**config.mk**
```make
export PLATFORM = sky130hd
export DESIGN_NAME = scpu_cmd_mailbox
export DESIGN_NICKNAME = d
export VERILOG_FILES = /design/src/rtl/scpu_cmd_mailbox.sv
export SDC_FILE = /design/constraint.sdc
export NUM_CORES = 1
export LEC_CHECK = 0
export CORE_MARGIN = 5
export CORE_UTILIZATION = 59
export CTS_BUF_LIST = sky130_fd_sc_hd__clkbuf_2 sky130_fd_sc_hd__clkbuf_4 sky130_fd_sc_hd__clkbuf_8
export DETAILED_ROUTE_END_ITERATION = 10
export PLACE_DENSITY = 0.91
export SLEW_MARGIN = 10
export SYNTH_ARGS = -nofsm -noshare
export SYNTH_HDL_FRONTEND = slang
export SYNTH_SLANG_ARGS = --single-unit
```
**constraint.sdc**
```tcl
create_clock -name clk_sys -period 2.9 [get_ports clk_sys]
set_clock_uncertainty 0.2 [all_clocks]
set_input_delay 0.58 -clock clk_sys [delete_from_list [all_inputs] [get_ports clk_sys]]
set_output_delay 0.58 -clock clk_sys [all_outputs]
set_load 0.05 [all_outputs]
```
**src/rtl/scpu_cmd_mailbox.sv**
```systemverilog
// scpu_cmd_mailbox: main-CPU to sound-CPU command FIFO with status port and edge-friendly interrupt pulses
// Ports:
//   clk_sys, reset_n         clock, asynchronous active-low reset
//   mcpu_cmd_wr/din/full     main-CPU push strobe, command byte, FIFO full
//   scpu_ab/io/rd/m1         sound-CPU address low byte and bus strobes
//   scpu_dout                combinational read data (8'hFF when nothing decodes)
//   scpu_int                 registered interrupt pulse, always a fresh rising edge
module scpu_cmd_mailbox #(
  parameter int         FIFO_AW   = 2,
  parameter int         TIMER_DIV = 262144,
  parameter int         INT_HOLD  = 16,
  parameter int         INT_GAP   = 16,
  parameter logic [7:0] CMD_PORT  = 8'h00,
  parameter logic [7:0] STAT_PORT = 8'h01
) (
  input  logic       clk_sys,
  input  logic       reset_n,
  input  logic       mcpu_cmd_wr,
  input  logic [7:0] mcpu_cmd_din,
  output logic       mcpu_cmd_full,
  input  logic [7:0] scpu_ab,
  input  logic       scpu_io,
  input  logic       scpu_rd,
  input  logic       scpu_m1,
  output logic [7:0] scpu_dout,
  output logic       scpu_int
);
  localparam int DEPTH = 1 << FIFO_AW;
  localparam int CW    = FIFO_AW + 1;
  localparam int TW    = $clog2(TIMER_DIV);
  localparam int HW    = $clog2(INT_HOLD > INT_GAP ? INT_HOLD : INT_GAP) + 1;

  typedef enum logic [1:0] {IDLE, HIGH, GAP} state_t;

  logic [7:0]         mem [DEPTH];
  logic [FIFO_AW-1:0] rptr, wptr;
  logic [CW-1:0]      count;
  logic [TW-1:0]      tcnt;
  logic [HW-1:0]      icnt;
  state_t             state;
  logic               timer_flag, overflow, irq_req, rd_cmd_q, rd_stat_q;
  logic               rd_cmd, rd_stat, cmd_fall, stat_fall;
  logic               empty, full, pop, push, wrap, irq_set;
  logic [2:0]         cnt_sat;

  assign rd_cmd    = scpu_io & scpu_rd & ~scpu_m1 & (scpu_ab == CMD_PORT);
  assign rd_stat   = scpu_io & scpu_rd & ~scpu_m1 & (scpu_ab == STAT_PORT);
  // read side effects wait for the end of the strobe so data stays stable while it is latched
  assign cmd_fall  = rd_cmd_q & ~rd_cmd;
  assign stat_fall = rd_stat_q & ~rd_stat;
  assign empty     = count == '0;
  assign full      = count == CW'(DEPTH);
  assign pop       = cmd_fall & ~empty;
  // a pop in the same cycle frees the slot, so a push while full still lands
  assign push      = mcpu_cmd_wr & (~full | pop);
  assign wrap      = tcnt == TW'(TIMER_DIV - 1);
  assign irq_set   = (push & empty) | (pop & ((count > CW'(1)) | push)) | wrap;

  always_comb cnt_sat = (32'(count) > 7) ? 3'd7 : 3'(count);

  assign scpu_dout     = rd_cmd  ? (empty ? 8'hFF : mem[rptr]) :
                         rd_stat ? {timer_flag, overflow, full, empty, 1'b0, cnt_sat} : 8'hFF;
  assign mcpu_cmd_full = full;

  always_ff @(posedge clk_sys)
    if (push) mem[wptr] <= mcpu_cmd_din;

  always_ff @(posedge clk_sys or negedge reset_n)
    if (!reset_n) begin
      rptr       <= '0;
      wptr       <= '0;
      count      <= '0;
      tcnt       <= '0;
      timer_flag <= 1'b0;
      overflow   <= 1'b0;
      rd_cmd_q   <= 1'b0;
      rd_stat_q  <= 1'b0;
    end else begin
      rd_cmd_q   <= rd_cmd;
      rd_stat_q  <= rd_stat;
      rptr       <= pop ? rptr + 1'b1 : rptr;
      wptr       <= push ? wptr + 1'b1 : wptr;
      count      <= count + CW'(push) - CW'(pop);
      tcnt       <= wrap ? '0 : tcnt + 1'b1;
      // a wrap coinciding with the status-read clear keeps the flag set
      timer_flag <= wrap | (timer_flag & ~stat_fall);
      overflow   <= (mcpu_cmd_wr & full & ~pop) | (overflow & ~stat_fall);
    end

  always_ff @(posedge clk_sys or negedge reset_n)
    if (!reset_n) begin
      state    <= IDLE;
      icnt     <= '0;
      irq_req  <= 1'b0;
      scpu_int <= 1'b0;
    end else begin
      // requests during HIGH/GAP stay latched and merge into a single follow-up pulse
      irq_req <= irq_set | (irq_req & (state != IDLE));
      case (state)
        IDLE: if (irq_req) begin
          state    <= HIGH;
          scpu_int <= 1'b1;
          icnt     <= '0;
        end
        HIGH: if (icnt == HW'(INT_HOLD - 1)) begin
          state    <= GAP;
          scpu_int <= 1'b0;
          icnt     <= '0;
        end else icnt <= icnt + 1'b1;
        GAP: if (icnt == HW'(INT_GAP - 1)) state <= IDLE;
             else icnt <= icnt + 1'b1;
        default: begin
          state    <= IDLE;
          scpu_int <= 1'b0;
        end
      endcase
    end
endmodule
```
==> results.tsv <==
stage	metric	value	unit
routing	totalWireLength	6.23	mm
layout	final_cell_mix	38 x dfrtp_1, 32 x edfxtp_1, 24 x inv_1, 21 x clkdlybuf4s50_1, 20 x nand2_1	
worst_setup_path	max_stage_delay	0.44	ns
worst_setup_path	critPathBufInv	4	
routing	dr.max_layer_used	met4	
worst_setup_path	reg2reg_to	cnt_sat[2]$_DFF_PN0_	
die	rows	27	
layout	layout_commonest_cell	dfrtp_1	
layout	fin_util	73.3	%
worst_setup_path	crit_path_frequent_cell	buf_6	
worst_setup_path	slowest_stage	clkdlybuf4s50_1	
power	report.power.total	2.71	mW
yosys	yosysTopAreaCell	edfxtp_1	
layout	final_cell_area	0.00401	sq mm
worst_setup_path	cp.required	2.12	ns
power	leakagePower	1.73	nW
global_routing	grt_usage	18.9	%
layout	final_nets	346	
clocking	worstSkewPairLatency	0.34	ns
worst_setup_path	rr_worst_depth	8	
yosys	synth-edff-count	32	
yosys	synthTopCellsByArea	edfxtp_1 29%, dfrtp_1 29%, mux4_2 5.5%	
sta	fin_ws	0.0785	ns
yosys	syn_nets	294	
sta	period_share	97.3	%
placed_design	gp_congestion	0.806	
clocking	clk_pin_slew	0.07	ns
yosys	yosysSeqAreaShare	58.1	%
yosys	synthesis.area	0.00329	sq mm
yosys	avgSynthCellArea	12.8	sq um
routing	dr_wl_met2	3.49	mm
worst_setup_path	critPathTopFamily	buffers and inverters	
clocking	cts_buffer_depth	2	
clocking	cts-root-buf	clkbuf_8	
yosys	synth-async-reset-ratio	54.3	%
layout	antenna_cells	0	
yosys	ys_warn_count	0	
routing	wl_met1	2.40	mm
layout	area_growth_syn_to_layout	21.8	%
worst_setup_path	crit_path_end	scpu_dout[6]	
routing	dr_total_vias	2179	
min_path	min_path_type	input pin to async pin	
worst_setup_path	crit_type	input pin to primary output	
placed_design	hpwl	4.49	mm
die	dieWidth	84.7	um
placed_design	dp.cells	370	
routing	drtAntennaViolNets	0	
clocking	htree_levels	3	
routing	drc_errors	0	
sta	whs	0.130	ns
worst_setup_path	path_depth	7	
sta	period_needed	2.82	ns
routing	via_per_inst	5.65	
global_routing	grt_first_pass_wirelength	10.5	mm
sta	maxSlewHeadroom	30.9	%
worst_setup_path	crit_path_start	scpu_ab[2]	
global_routing	antenna_found_initial	0	
clocking	numCtsBuffers	9	
clocking	cts_sinks	70	
power	power_density	676	mW/mm^2
placed_design	io_buffers	31	
die	die_area	0.00717	sq mm
yosys	ys_ff_latch	70	
worst_setup_path	rr_startpoint	cnt_sat[1]$_DFF_PN0_	
die	die_y	84.7	um
sta	max_freq	0.354	GHz
worst_setup_path	critPathLaunchType	input pin	
sta	finalMaxSlewViolations	0	
run	maxCapViolations	0	
worst_setup_path	cp_cell_sequence	clkdlybuf4s50_1 > nor4_4 > buf_4 > and3_1 > buf_6 > nand2_1 > buf_6	
sta	setup_viol	0	
sta	worstMarginPinSlew	1.02	ns
worst_setup_path	cp-end-kind	primary output	
die	ios	32	
die	start_util	60.2	%
sta	setup_tns	0	ns
power	ir_worst_vdd	0.000487	V
yosys	synthCells	257	
routing	drt-initial-drc-count	120	
yosys	synth-main-ff-cell	dfrtp_1	
global_routing	grt_max_degree	39	
global_routing	grt_pass1_vias	2286	
placed_design	post_dp_cell_area	0.00379	sq mm
die	core_area	0.00547	sq mm
worst_setup_path	cp.arrival	2.04	ns
worst_setup_path	r2r_setup_slack	0.42	ns
yosys	synth_top_area_share	29.2	%
layout	instances_no_fill	386	
routing	dr.pass1.iters	4	
outcome	outcome	completed	
worst_setup_path	cp_max_fo	8	
routing	avgRoutedWirePerCell	16.1	um
yosys	yosys.cell_types.count	43	
sta	hold_viol	0	
global_routing	gr-total-overflow	0	
routing	wl_met3	243	um
clocking	cts_tree	built	
placed_design	preCtsSetupSlack	-0.199	ns
layout	drive_gt1_share	18.8	%
## registers in the layout (all words and copies together) (netlist names), 2 cells and up
register,flops
tcnt,18
wptr,2
cnt_sat,3
rptr,2
icnt,5
state,2
mem,32
## how the worst min path moves through the flow
stage	to	from	cells past startpoint	slack [ns]
after floorplan	cnt_sat[0]$_DFF_PN0_	reset_n	0	0.08
after global placement	tcnt[16]$_DFF_PN0_	tcnt[16]$_DFF_PN0_	1	0.25
after detailed placement	tcnt[16]$_DFF_PN0_	tcnt[16]$_DFF_PN0_	1	0.27
after CTS	icnt[1]$_DFFE_PN0P_	reset_n	1	0.15
after global routing	tcnt[9]$_DFF_PN0_	reset_n	1	0.20
final	tcnt[10]$_DFF_PN0_	reset_n	1	0.13
## timing repair
item	4_1_cts	5_1_grt
endpoints found under the setup margin	0	8
hold buffers	0	0
hold endpoints to repair	0	0
gates resized for setup	0	7
buffers inserted	0	0
## kinds of logic after synthesis
kind of cell / after synthesis / synth area share (%)
adders and majority gates: 15 / 5.93
muxes: 10 / 6.16
AOI/OAI and AO/OA: 37 / 7.37
buffers and inverters: 29 / 3.57
DFF: 70 / 58.1
xor gates and xnor gates: 19 / 5.06
and+or+nand+nor: 77 / 13.8
## report_power, final
part	total, mW	internal [mW]	switching (mW)
combinational	0.641	0.292	0.349
sequential	1.30	1.21	0.0938
clock	0.766	0.405	0.361
total	2.71	1.91	0.804
## layer usage
metal	up-vias	global-route usage, %
li1	1025	-
met1	1102	20.5
met2	41	34.8
met3	11	6.08
met4	0	6.04
met5	-	0
## synthesized netlist by cell type (2+ instances only)
library cell and number:
xor2_1 5, nor2_1 18, nor3_1 4, inv_1 24
and3_1 6, nand3_1 8, xnor2_1 14, mux2_2 2
edfxtp_1 32, ha_1 14, dfrtp_1 38, nor4_4 3
mux4_2 8, nand2b_1 2, nand2_1 20, a21o_1 2
a21oi_1 11, o21ai_0 8, a22o_1 2, nand4_1 5
o22ai_1 5, o311ai_0 2, and2_1 2, clkbuf_1 3
## area by class of cell
cell class                      count  area [sq um]
Sequential cell                    70          1910
Fill cell                         369          1460
Multi-Input combinational cell    158          1260
Timing Repair Buffer               46           460
Clock buffer                       10           131
Inverter                           24          90.1
Tap cell                           72          90.1
Clock inverter                      6          63.8
Power figures use the tool's default switching activity.
